$ cat config.mk
export PLATFORM = sky130hd
export DESIGN_NAME = axi_burst_master_flat
export DESIGN_NICKNAME = d
export VERILOG_FILES = /design/src/rtl/axi_burst_master_if.sv /design/src/rtl/axi_burst_master.sv /design/src/flat_wrapper.sv
export SDC_FILE = /design/constraint.sdc
export NUM_CORES = 1
export LEC_CHECK = 0
export BUFFER_PORTS_ARGS = -buffer_cell sky130_fd_sc_hd__buf_2
export CORE_AREA = 2 2 120 122
export DETAILED_ROUTE_END_ITERATION = 10
export DIE_AREA = 0 0 122 124
export PLACE_DENSITY_LB_ADDON = 0.15
export SLEW_MARGIN = 0
export SYNTH_ARGS = -nofsm -noshare
export SYNTH_HDL_FRONTEND = slang
export SYNTH_SLANG_ARGS = --single-unit
$ cat constraint.sdc
create_clock -name clk_i -period 4.6 [get_ports clk_i]
set_input_delay 0.23 -clock clk_i [delete_from_list [all_inputs] [get_ports clk_i]]
set_output_delay 0.23 -clock clk_i [all_outputs]
set_load 0.03 [all_outputs]
$ cat src/rtl/axi_burst_master_if.sv
// AXI4 channel bundle between a burst initiator and a responder.
interface axi_burst_master_if #(
    parameter int DATA_WIDTH = 32,
    parameter int ADDR_WIDTH = 16,
    parameter int ID_WIDTH   = 8,
    parameter int LEN_WIDTH  = 8
);
    localparam int STRB_WIDTH = DATA_WIDTH / 8;

    logic [ID_WIDTH-1:0]   awid;
    logic [ADDR_WIDTH-1:0] awaddr;
    logic [LEN_WIDTH-1:0]  awlen;
    logic [2:0]            awsize;
    logic [1:0]            awburst;
    logic [1:0]            awlock;
    logic [3:0]            awcache;
    logic [2:0]            awprot;
    logic [3:0]            awqos;
    logic                  awvalid;
    logic                  awready;

    logic [DATA_WIDTH-1:0] wdata;
    logic [STRB_WIDTH-1:0] wstrb;
    logic                  wlast;
    logic                  wvalid;
    logic                  wready;

    logic [ID_WIDTH-1:0]   bid;
    logic [1:0]            bresp;
    logic                  bvalid;
    logic                  bready;

    logic [ID_WIDTH-1:0]   arid;
    logic [ADDR_WIDTH-1:0] araddr;
    logic [LEN_WIDTH-1:0]  arlen;
    logic [2:0]            arsize;
    logic [1:0]            arburst;
    logic [1:0]            arlock;
    logic [3:0]            arcache;
    logic [2:0]            arprot;
    logic [3:0]            arqos;
    logic                  arvalid;
    logic                  arready;

    logic [ID_WIDTH-1:0]   rid;
    logic [DATA_WIDTH-1:0] rdata;
    logic [1:0]            rresp;
    logic                  rlast;
    logic                  rvalid;
    logic                  rready;

    modport master (
        output awid, awaddr, awlen, awsize, awburst, awlock, awcache, awprot, awqos, awvalid,
        input  awready,
        output wdata, wstrb, wlast, wvalid,
        input  wready,
        input  bid, bresp, bvalid,
        output bready,
        output arid, araddr, arlen, arsize, arburst, arlock, arcache, arprot, arqos, arvalid,
        input  arready,
        input  rid, rdata, rresp, rlast, rvalid,
        output rready
    );

    modport slave (
        input  awid, awaddr, awlen, awsize, awburst, awlock, awcache, awprot, awqos, awvalid,
        output awready,
        input  wdata, wstrb, wlast, wvalid,
        output wready,
        output bid, bresp, bvalid,
        input  bready,
        input  arid, araddr, arlen, arsize, arburst, arlock, arcache, arprot, arqos, arvalid,
        output arready,
        output rid, rdata, rresp, rlast, rvalid,
        input  rready
    );
endinterface

$ cat src/rtl/axi_burst_master.sv
// Command-driven AXI4 initiator: one INCR write or read burst per command,
// with write data streamed in and read data streamed out.
module axi_burst_master #(
    parameter int DATA_WIDTH = 32,
    parameter int ADDR_WIDTH = 16,
    parameter int STRB_WIDTH = DATA_WIDTH / 8,
    parameter int ID_WIDTH   = 8,
    parameter int LEN_WIDTH  = 8,
    parameter int AXI_ID     = 0
) (
    input  logic                  clk_i,
    input  logic                  rst_n_i,
    input  logic                  cmd_valid_i,
    output logic                  cmd_ready_o,
    input  logic                  cmd_we_i,
    input  logic [ADDR_WIDTH-1:0] cmd_addr_i,
    input  logic [LEN_WIDTH-1:0]  cmd_len_i,
    input  logic [DATA_WIDTH-1:0] wdata_i,
    input  logic [STRB_WIDTH-1:0] wstrb_i,
    input  logic                  wvalid_i,
    output logic                  wready_o,
    output logic [DATA_WIDTH-1:0] rdata_o,
    output logic                  rvalid_o,
    input  logic                  rready_i,
    output logic                  rlast_o,
    output logic                  done_o,
    output logic [1:0]            resp_o,
    axi_burst_master_if.master    axi
);
    localparam logic [ADDR_WIDTH-1:0] ADDR_MASK = ADDR_WIDTH'(STRB_WIDTH - 1);

    typedef enum logic [2:0] {IDLE, AW_REQ, W_DATA, B_RESP, AR_REQ, R_DATA} state_t;

    state_t                state_q, state_d;
    logic [ADDR_WIDTH-1:0] addr_q, addr_d;
    logic [LEN_WIDTH-1:0]  len_q, len_d;
    logic [LEN_WIDTH-1:0]  count_q, count_d;
    logic [1:0]            resp_q, resp_d;
    logic                  done_q, done_d;

    logic cmd_fire, aw_fire, w_fire, b_fire, ar_fire, r_fire;
    logic unused_ids;

    // AXI responses are ordered OKAY < EXOKAY < SLVERR < DECERR, so the worst is the max.
    function automatic logic [1:0] worst_resp(input logic [1:0] a, input logic [1:0] b);
        return (a > b) ? a : b;
    endfunction

    assign cmd_fire = (state_q == IDLE)   && cmd_valid_i;
    assign aw_fire  = (state_q == AW_REQ) && axi.awready;
    assign w_fire   = (state_q == W_DATA) && wvalid_i && axi.wready;
    assign b_fire   = (state_q == B_RESP) && axi.bvalid;
    assign ar_fire  = (state_q == AR_REQ) && axi.arready;
    assign r_fire   = (state_q == R_DATA) && axi.rvalid && rready_i;

    // Fixed request attributes: single ID, full-width beats, INCR bursts.
    assign axi.awid    = ID_WIDTH'(AXI_ID);
    assign axi.awaddr  = addr_q;
    assign axi.awlen   = len_q;
    assign axi.awsize  = 3'($clog2(STRB_WIDTH));
    assign axi.awburst = 2'b01;
    assign axi.awlock  = 2'b00;
    assign axi.awcache = 4'b0011;
    assign axi.awprot  = 3'b000;
    assign axi.awqos   = 4'b0000;
    assign axi.arid    = ID_WIDTH'(AXI_ID);
    assign axi.araddr  = addr_q;
    assign axi.arlen   = len_q;
    assign axi.arsize  = 3'($clog2(STRB_WIDTH));
    assign axi.arburst = 2'b01;
    assign axi.arlock  = 2'b00;
    assign axi.arcache = 4'b0011;
    assign axi.arprot  = 3'b000;
    assign axi.arqos   = 4'b0000;

    assign axi.wdata = wdata_i;
    assign axi.wstrb = wstrb_i;
    assign rdata_o   = axi.rdata;
    assign done_o    = done_q;
    assign resp_o    = resp_q;

    // Response IDs are not needed: only one burst is ever outstanding.
    assign unused_ids = ^{axi.bid, axi.rid};

    // State register; async reset drops every valid at once.
    always_ff @(posedge clk_i or negedge rst_n_i) begin
        if (!rst_n_i) state_q <= IDLE;
        else          state_q <= state_d;
    end

    // Next-state logic: one handshake advances each phase.
    always_comb begin
        state_d = state_q;
        case (state_q)
            IDLE:    if (cmd_fire) state_d = cmd_we_i ? AW_REQ : AR_REQ;
            AW_REQ:  if (aw_fire) state_d = W_DATA;
            W_DATA:  if (w_fire && (count_q == len_q)) state_d = B_RESP;
            B_RESP:  if (b_fire) state_d = IDLE;
            AR_REQ:  if (ar_fire) state_d = R_DATA;
            R_DATA:  if (r_fire && axi.rlast) state_d = IDLE;
            default: state_d = IDLE;
        endcase
    end

    // Output decode: streams are wired straight through only in their data phase.
    always_comb begin
        cmd_ready_o = 1'b0;
        axi.awvalid = 1'b0;
        axi.wvalid  = 1'b0;
        axi.wlast   = 1'b0;
        wready_o    = 1'b0;
        axi.bready  = 1'b0;
        axi.arvalid = 1'b0;
        axi.rready  = 1'b0;
        rvalid_o    = 1'b0;
        rlast_o     = 1'b0;
        case (state_q)
            IDLE:   cmd_ready_o = 1'b1;
            AW_REQ: axi.awvalid = 1'b1;
            W_DATA: begin
                axi.wvalid = wvalid_i;
                axi.wlast  = (count_q == len_q);
                wready_o   = axi.wready;
            end
            B_RESP: axi.bready = 1'b1;
            AR_REQ: axi.arvalid = 1'b1;
            R_DATA: begin
                axi.rready = rready_i;
                rvalid_o   = axi.rvalid;
                rlast_o    = axi.rlast;
            end
            default: ;
        endcase
    end

    // Burst bookkeeping: latch command, count beats, accumulate response, flag completion.
    always_comb begin
        addr_d  = addr_q;
        len_d   = len_q;
        count_d = count_q;
        resp_d  = resp_q;
        done_d  = 1'b0;
        if (cmd_fire) begin
            addr_d  = cmd_addr_i & ~ADDR_MASK;
            len_d   = cmd_len_i;
            count_d = '0;
            resp_d  = 2'b00;
        end
        if (w_fire || r_fire) count_d = count_q + LEN_WIDTH'(1);
        if (r_fire) begin
            resp_d = worst_resp(resp_q, axi.rresp);
            done_d = axi.rlast;
        end
        if (b_fire) begin
            resp_d = axi.bresp;
            done_d = 1'b1;
        end
    end

    // Bookkeeping registers.
    always_ff @(posedge clk_i or negedge rst_n_i) begin
        if (!rst_n_i) begin
            addr_q  <= '0;
            len_q   <= '0;
            count_q <= '0;
            resp_q  <= 2'b00;
            done_q  <= 1'b0;
        end else begin
            addr_q  <= addr_d;
            len_q   <= len_d;
            count_q <= count_d;
            resp_q  <= resp_d;
            done_q  <= done_d;
        end
    end
endmodule

$ cat src/flat_wrapper.sv
// flat-port wrapper written by rule: the top's interface ports become plain ports
module axi_burst_master_flat 
#(
    parameter int DATA_WIDTH = 32,
    parameter int ADDR_WIDTH = 16,
    parameter int STRB_WIDTH = DATA_WIDTH / 8,
    parameter int ID_WIDTH   = 8,
    parameter int LEN_WIDTH  = 8,
    parameter int AXI_ID     = 0
)
  (clk_i, rst_n_i, cmd_valid_i, cmd_ready_o, cmd_we_i, cmd_addr_i, cmd_len_i, wdata_i, wstrb_i, wvalid_i, wready_o, rdata_o, rvalid_o, rready_i, rlast_o, done_o, resp_o, axi_awid, axi_awaddr, axi_awlen, axi_awsize, axi_awburst, axi_awlock, axi_awcache, axi_awprot, axi_awqos, axi_awvalid, axi_awready, axi_wdata, axi_wstrb, axi_wlast, axi_wvalid, axi_wready, axi_bid, axi_bresp, axi_bvalid, axi_bready, axi_arid, axi_araddr, axi_arlen, axi_arsize, axi_arburst, axi_arlock, axi_arcache, axi_arprot, axi_arqos, axi_arvalid, axi_arready, axi_rid, axi_rdata, axi_rresp, axi_rlast, axi_rvalid, axi_rready);
  axi_burst_master_if #(.DATA_WIDTH(DATA_WIDTH), .ADDR_WIDTH(ADDR_WIDTH), .ID_WIDTH(ID_WIDTH), .LEN_WIDTH(LEN_WIDTH)) axi_i ();
  input  logic clk_i;
  input  logic rst_n_i;
  input  logic cmd_valid_i;
  output logic cmd_ready_o;
  input  logic cmd_we_i;
  input  logic [ADDR_WIDTH-1:0] cmd_addr_i;
  input  logic [LEN_WIDTH-1:0] cmd_len_i;
  input  logic [DATA_WIDTH-1:0] wdata_i;
  input  logic [STRB_WIDTH-1:0] wstrb_i;
  input  logic wvalid_i;
  output logic wready_o;
  output logic [DATA_WIDTH-1:0] rdata_o;
  output logic rvalid_o;
  input  logic rready_i;
  output logic rlast_o;
  output logic done_o;
  output logic [1:0] resp_o;
  output wire logic [$bits(axi_i.awid)-1:0] axi_awid;
  output wire logic [$bits(axi_i.awaddr)-1:0] axi_awaddr;
  output wire logic [$bits(axi_i.awlen)-1:0] axi_awlen;
  output wire logic [$bits(axi_i.awsize)-1:0] axi_awsize;
  output wire logic [$bits(axi_i.awburst)-1:0] axi_awburst;
  output wire logic [$bits(axi_i.awlock)-1:0] axi_awlock;
  output wire logic [$bits(axi_i.awcache)-1:0] axi_awcache;
  output wire logic [$bits(axi_i.awprot)-1:0] axi_awprot;
  output wire logic [$bits(axi_i.awqos)-1:0] axi_awqos;
  output wire logic [$bits(axi_i.awvalid)-1:0] axi_awvalid;
  input wire logic [$bits(axi_i.awready)-1:0] axi_awready;
  output wire logic [$bits(axi_i.wdata)-1:0] axi_wdata;
  output wire logic [$bits(axi_i.wstrb)-1:0] axi_wstrb;
  output wire logic [$bits(axi_i.wlast)-1:0] axi_wlast;
  output wire logic [$bits(axi_i.wvalid)-1:0] axi_wvalid;
  input wire logic [$bits(axi_i.wready)-1:0] axi_wready;
  input wire logic [$bits(axi_i.bid)-1:0] axi_bid;
  input wire logic [$bits(axi_i.bresp)-1:0] axi_bresp;
  input wire logic [$bits(axi_i.bvalid)-1:0] axi_bvalid;
  output wire logic [$bits(axi_i.bready)-1:0] axi_bready;
  output wire logic [$bits(axi_i.arid)-1:0] axi_arid;
  output wire logic [$bits(axi_i.araddr)-1:0] axi_araddr;
  output wire logic [$bits(axi_i.arlen)-1:0] axi_arlen;
  output wire logic [$bits(axi_i.arsize)-1:0] axi_arsize;
  output wire logic [$bits(axi_i.arburst)-1:0] axi_arburst;
  output wire logic [$bits(axi_i.arlock)-1:0] axi_arlock;
  output wire logic [$bits(axi_i.arcache)-1:0] axi_arcache;
  output wire logic [$bits(axi_i.arprot)-1:0] axi_arprot;
  output wire logic [$bits(axi_i.arqos)-1:0] axi_arqos;
  output wire logic [$bits(axi_i.arvalid)-1:0] axi_arvalid;
  input wire logic [$bits(axi_i.arready)-1:0] axi_arready;
  input wire logic [$bits(axi_i.rid)-1:0] axi_rid;
  input wire logic [$bits(axi_i.rdata)-1:0] axi_rdata;
  input wire logic [$bits(axi_i.rresp)-1:0] axi_rresp;
  input wire logic [$bits(axi_i.rlast)-1:0] axi_rlast;
  input wire logic [$bits(axi_i.rvalid)-1:0] axi_rvalid;
  output wire logic [$bits(axi_i.rready)-1:0] axi_rready;
  assign axi_awid = axi_i.awid;
  assign axi_awaddr = axi_i.awaddr;
  assign axi_awlen = axi_i.awlen;
  assign axi_awsize = axi_i.awsize;
  assign axi_awburst = axi_i.awburst;
  assign axi_awlock = axi_i.awlock;
  assign axi_awcache = axi_i.awcache;
  assign axi_awprot = axi_i.awprot;
  assign axi_awqos = axi_i.awqos;
  assign axi_awvalid = axi_i.awvalid;
  assign axi_i.awready = axi_awready;
  assign axi_wdata = axi_i.wdata;
  assign axi_wstrb = axi_i.wstrb;
  assign axi_wlast = axi_i.wlast;
  assign axi_wvalid = axi_i.wvalid;
  assign axi_i.wready = axi_wready;
  assign axi_i.bid = axi_bid;
  assign axi_i.bresp = axi_bresp;
  assign axi_i.bvalid = axi_bvalid;
  assign axi_bready = axi_i.bready;
  assign axi_arid = axi_i.arid;
  assign axi_araddr = axi_i.araddr;
  assign axi_arlen = axi_i.arlen;
  assign axi_arsize = axi_i.arsize;
  assign axi_arburst = axi_i.arburst;
  assign axi_arlock = axi_i.arlock;
  assign axi_arcache = axi_i.arcache;
  assign axi_arprot = axi_i.arprot;
  assign axi_arqos = axi_i.arqos;
  assign axi_arvalid = axi_i.arvalid;
  assign axi_i.arready = axi_arready;
  assign axi_i.rid = axi_rid;
  assign axi_i.rdata = axi_rdata;
  assign axi_i.rresp = axi_rresp;
  assign axi_i.rlast = axi_rlast;
  assign axi_i.rvalid = axi_rvalid;
  assign axi_rready = axi_i.rready;
  axi_burst_master #(.DATA_WIDTH(DATA_WIDTH), .ADDR_WIDTH(ADDR_WIDTH), .STRB_WIDTH(STRB_WIDTH), .ID_WIDTH(ID_WIDTH), .LEN_WIDTH(LEN_WIDTH), .AXI_ID(AXI_ID)) u_core (.clk_i(clk_i), .rst_n_i(rst_n_i), .cmd_valid_i(cmd_valid_i), .cmd_ready_o(cmd_ready_o), .cmd_we_i(cmd_we_i), .cmd_addr_i(cmd_addr_i), .cmd_len_i(cmd_len_i), .wdata_i(wdata_i), .wstrb_i(wstrb_i), .wvalid_i(wvalid_i), .wready_o(wready_o), .rdata_o(rdata_o), .rvalid_o(rvalid_o), .rready_i(rready_i), .rlast_o(rlast_o), .done_o(done_o), .resp_o(resp_o), .axi(axi_i));
endmodule
Yosys cells after proc, flatten, opt, wreduce, memory -nomap -nowiden
Cells that the tools add are included.
- register bits after elaboration: 36
- bits in latches: 0
- memory bits (writable): 0
- bits in read-only memories: 0
- input port bits: 124
- output and inout port bits: 181
- logic and storage cells: 63
- memories kept: 0
- add/sub/neg operators: 1
- $mul: 0
- divide/modulo/power cells: 0
- order comparisons: 1
- eq/ne operators: 13
- shift-type cells: 0
- multiplexer cells: 26
- bitwise operators: 0
- reductions and logical operators: 16
- operator list (operator ; count):
    $mux 3 ; 7
    $pmux 3 s6 ; 1
    $mux 8 ; 2
    $mux 1 ; 12
    $logic_and 1x1->1 ; 10
    $add 8x1->8 const B ; 1
    $eq 8x8->1 ; 1
    $mux 2 ; 4
    $ne 2x1->1 const B ; 4
    $eq 3x2->1 const B ; 2
    $eq 3x3->1 const B ; 2
    $reduce_and 6->1 ; 1
    $ne 2x2->1 const B ; 2
    $eq 3x1->1 const B ; 1
    $logic_not 3->1 ; 1
    $ne 3x2->1 const B ; 1
    $reduce_bool 3->1 ; 1
    $gt 2x2->1 ; 1
    $reduce_and 2->1 ; 1
    $reduce_bool 2->1 ; 1
    $logic_or 1x1->1 ; 1

Longest topological paths before layout
- depth after elaboration: 6
- mapped depth: 7
- gate-level depth less buffers: 6

Worst setup path after synthesis
Ideal clock, no wire load.
- path type: register to output
- start: register u_core.len_q[7], in the netlist u_core.axi.arlen[7]
- end: output port axi_wlast
- data arrival time: 1.771 ns
- setup slack: 2.599 ns
- cell stages (with the launch flop): 5
- cells stage by stage: dfrtp_1 xor2_1 nor4_1 nand2_1 nor3_1
- longest elaborated chain between the ends: 2
- RTL lines (what ; line ; text):
    start: declaration ; axi_burst_master.sv:36 ; logic [LEN_WIDTH-1:0] len_q, len_d;
    start signal: assignment ; axi_burst_master.sv:170 ; len_q <= len_d;
    $eq 8x8->1 ; axi_burst_master.sv:122 ; axi.wlast = (count_q == len_q);
    $mux 1 ; axi_burst_master.sv:117 ; case (state_q)
    end: declaration ; flat_wrapper.sv:43 ; output wire logic [$bits(axi_i.wlast)-1:0] axi_wlast;
Every way passes these cells.

Worst setup path after layout
- start: register u_core.state_q[2]
- end: register u_core.resp_q[1], in the netlist u_core.resp_o[1]
- longest elaborated chain between the ends: 5
- RTL lines (what ; line ; text):
    start: declaration ; axi_burst_master.sv:34 ; state_t state_q, state_d;
    start signal: assignment ; axi_burst_master.sv:88 ; else state_q <= state_d;
    $eq 3x3->1 ; axi_burst_master.sv:54 ; assign r_fire = (state_q == R_DATA) && axi.rvalid && rready_i;
    $logic_and 1x1->1 (2 in a row) ; axi_burst_master.sv:54 ;
    $ne 3x2->1 (no line), or another cell as far along ; -- ;
    $reduce_and 2->1 (no line) or $mux 2 (tied branches) ; -- ;
    end signal: assignment ; axi_burst_master.sv:172 ; resp_q <= resp_d;
    end: declaration ; axi_burst_master.sv:38 ; logic [1:0] resp_q, resp_d;
Several ways; a longest one is shown, not always the timed one.
A chain may end at the register's enable or synchronous reset.

==> out/results.txt <==
The remaining routing DRC violations is 0. The maximum net fanout on the critical path is 24. In the final routed layout, each cell accounts on average for 11.5 µm. The tools report the total CTS buffers as 5. The number of violations of the max-capacitance limit was 0; the ratio of total power to cell area was 698 nW/µm². Walking the worst path, the cells encountered are nor3_4 > and2_1 > a211oi_2 > mux2_1. The number of hold violations in the final report is 0. The tools report the data arrival time at the worst-slack endpoint as 2.37 ns. For the worst-skew pair, the clock arrives at the later sink with an insertion delay of 0.28 ns.

Wires add up to 6150 µm. Post-synthesis area per instance: 8.20 µm². The horizontal extent of the die is 122 µm, and the total core area is 13700 µm².

Most common flop cell mapped by yosys: sky130_fd_sc_hd__dfrtp_1. Counting both buffers and inverters, the worst setup path holds a total of 0. The multiplexer fraction of the synthesized cell area was 0.0141; the clock edge transition at the registers on the reported setup and hold paths was 0.06 ns. The yosys synthesis warning count was 0. Once layout is complete, the cells apart from fillers number 537. Setup violations remaining at the end of the flow were counted as 0. Most used standard cell by instance count after synthesis: sky130_fd_sc_hd__buf_4. The run gives 0.00734 ns as the setup clock skew after layout.

The largest voltage drop on the vdd net was 220 µV; the total placed cells including tap cells was 529. The deepest level of the CTS H-tree was 2. The synthesized design spends more area on one cell type than any other, namely sky130_fd_sc_hd__buf_4. The period utilization is 0.478. For the count of hold-fix buffers inserted at cts, the log shows 0.

The shortest period the worst path allows was 2.20 ns; the first-pass iteration count of the detailed router was 4. The cell row count was 43; the via density per instance was 3.61. The portion of the post-synthesis area used by sequential elements is 0.308. The worst setup path is launched from a flip-flop.

The largest net degree at the start of global routing is 37, and the DRC marker count from the first detailed-route iteration is 29. The critical path endpoint category was a flip-flop. The fraction of the mapped netlist area in adder cells was 0.0129; the final max-slew violation count was 0. Setup repair after global routing left no endpoint under its margin. The floorplan die height came out at 124 µm. The number of unique standard cell types used by synthesis was 39; the fraction of the mapped netlist area in compound gates was 0.0527. After synthesis, the cell types taking the most area are sky130_fd_sc_hd__buf_4 (38%), sky130_fd_sc_hd__dfrtp_1 (31%), sky130_fd_sc_hd__nand2_1 (10%). Port buffering added 94 buffers.

The synthesized design contains 36 register bits. The kind of critical path was reg2reg. The flow ran to the end, and the final reports show no timing, DRC or antenna violations. TritonCTS built the clock tree. The tree is rooted in a sky130_fd_sc_hd__clkbuf_16.

The worst-margin pin slew is 1.10 ns, and the post-cts repair resize count is 0. The post-synthesis simple-gate area fraction came out at 0.185. Pin placement for this block handled 305 I/O pins.

The logs give 0 ns for the setup TNS and 0.262 for the relative slew slack. After synthesis, the largest family of logic cells by area is buffers and inverters. The congestion estimate from routability-driven global placement came to 0.702.

The cell family contributing the most delay on the critical path is simple AND/OR/NAND/NOR gates. The peak clock frequency supported by timing was 0.454 GHz; the count of antenna diodes in the layout was 0. Counting the fill cells in the layout gives 1566. For this design the static power due to leakage is 1.59 nW.

Number of antenna violations at the first check in global routing: 0. The first global-routing pass estimated 9230 µm of wire. The count of nets left with antenna violations once routing finished came out at 0. The tools report the effective utilization at floorplan as 0.213. For the number of clock sinks seen by CTS, the log shows 36. The class of the tightest hold or removal check is in2async. The post-synthesis share of cell area spent on xor and xnor gates was 0.0240. Counting instances in the post-synthesis netlist gives the leading cell types as sky130_fd_sc_hd__buf_4 (147), sky130_fd_sc_hd__nand2_1 (80), sky130_fd_sc_hd__dfrtp_1 (36). Across all hold checks on the routed design, the worst slack comes to 0.0650 ns. In this design, the stage delay of the slowest critical-path cell is 0.86 ns. The logs give 4.77 ns for the required time of the critical path and 1938 for the detailed-route via count. The via count of the first global-routing pass was 1752; the buffer count from post-CTS setup fixing was 0.

The share of cells above drive strength 1 works out to 0.294. The cell area that synthesis handed to floorplanning was 2920 µm². The logs give 356 for the gate count after technology mapping and 15100 µm² for the floorplan die area.

Cell with the largest stage delay on the worst path: sky130_fd_sc_hd__and2_1. Counting flops with a built-in enable in the synthesized netlist gives 0. The layout overhead on the synthesized area is -3.47%, and the maximum root-to-sink buffer count is 2.

Global routing finished with a remaining overflow of 0. The detailed placer's ending HPWL was 4410 µm; the area share of the leading cell type in the synthesized netlist was 0.378. The aggregate global-route resource usage is 0.0804. Share of flip-flops with an asynchronous set or reset: 1.00.

For the net total in the final layout, the log shows 483.
-- state kept, by name, summed over array words and instances (netlist names) --
signal,count
u_core.resp_o,2
u_core.axi.araddr,14
u_core.state_q,3
u_core.done_o,1
u_core.count_q,8
u_core.axi.arlen,8
-- where the power goes --
group          internal, W  switching (W)  total, W
Sequential        0.000440       0.000144  0.000584
Clock             0.000216       0.000136  0.000353
Combinational     0.000288       0.000745   0.00103
-- placed cells by master, fill, tap and decap left out, types with 3 or more instances in the layout --
cell | netlist | routed
sky130_fd_sc_hd__inv_1 | 6 | 6
sky130_fd_sc_hd__xor2_1 | 8 | 8
sky130_fd_sc_hd__nand2_1 | 80 | 80
sky130_fd_sc_hd__conb_1 | 2 | 56
sky130_fd_sc_hd__and2_1 | 3 | 3
sky130_fd_sc_hd__dfrtp_1 | 36 | 36
sky130_fd_sc_hd__nand3_1 | 3 | 3
sky130_fd_sc_hd__mux2i_1 | 3 | 3
sky130_fd_sc_hd__ha_1 | 3 | 3
sky130_fd_sc_hd__and3_1 | 6 | 6
sky130_fd_sc_hd__clkbuf_16 | 0 | 5
sky130_fd_sc_hd__nor2_1 | 13 | 13
sky130_fd_sc_hd__a21oi_1 | 4 | 4
sky130_fd_sc_hd__o21ai_0 | 5 | 5
sky130_fd_sc_hd__buf_2 | 4 | 94
-- per-layer routing --
layer  GRT usage  wire [µm]  vias to the layer above
li1            -          -                      923
met1      0.0968       2570                      883
met2       0.134       2890                      119
met3      0.0234        558                       13
met4      0.0338        130                        0
met5           0          0                        -
-- stage by stage --
step           utilization  total power [W]  instance area [µm²]  worst slack (ns)
3_3_place_gp         0.195          0.00164                 2670              2.28
2_1_floorplan            -          0.00160                 3120              2.60
4_1_cts              0.205          0.00201                 2820              2.30
6_report             0.205          0.00197                 2820              2.40
5_1_grt              0.205          0.00213                 2820              2.17
3_5_place_dp         0.195          0.00165                 2670              2.31
-- area by class of cell --
class | count | area (µm²) | area share
inverter | 6 | 22.5 | 0.00799
multi-input combinational | 213 | 1050 | 0.374
sequential | 36 | 901 | 0.320
timing repair buffer | 94 | 470 | 0.167
tap | 180 | 225 | 0.0799
clock buffer | 8 | 146 | 0.0519
-- path summary, 6_finish.rpt --
kind / from / end / slack [ns] / cells after the start
min in group clk_i: cmd_len_i[4] / u_core.axi.arlen[4] / 0.14 / 3
max in group asynchronous: rst_n_i / u_core.count_q[7] / 3.98 / 1
setup reg to reg: u_core.state_q[2] / u_core.resp_o[1] / 2.40 / 4
hold / removal: rst_n_i / u_core.resp_o[1] / 0.06 / 1
setup / recovery: u_core.state_q[2] / u_core.resp_o[1] / 2.40 / 4
hold reg to reg: u_core.axi.araddr[5] / u_core.axi.araddr[5] / 0.49 / 2
-- kinds of logic after synthesis --
| group | count (synthesis) |
|---|---|
| DFF | 36 |
| and+or+nand+nor | 120 |
| muxes | 4 |
| AOI/OAI and AO/OA | 22 |
| adders and majority gates | 3 |
| buffers and inverters | 161 |
| xor gates and xnor gates | 8 |
| other | 2 |
Power figures use the tool's default switching activity.
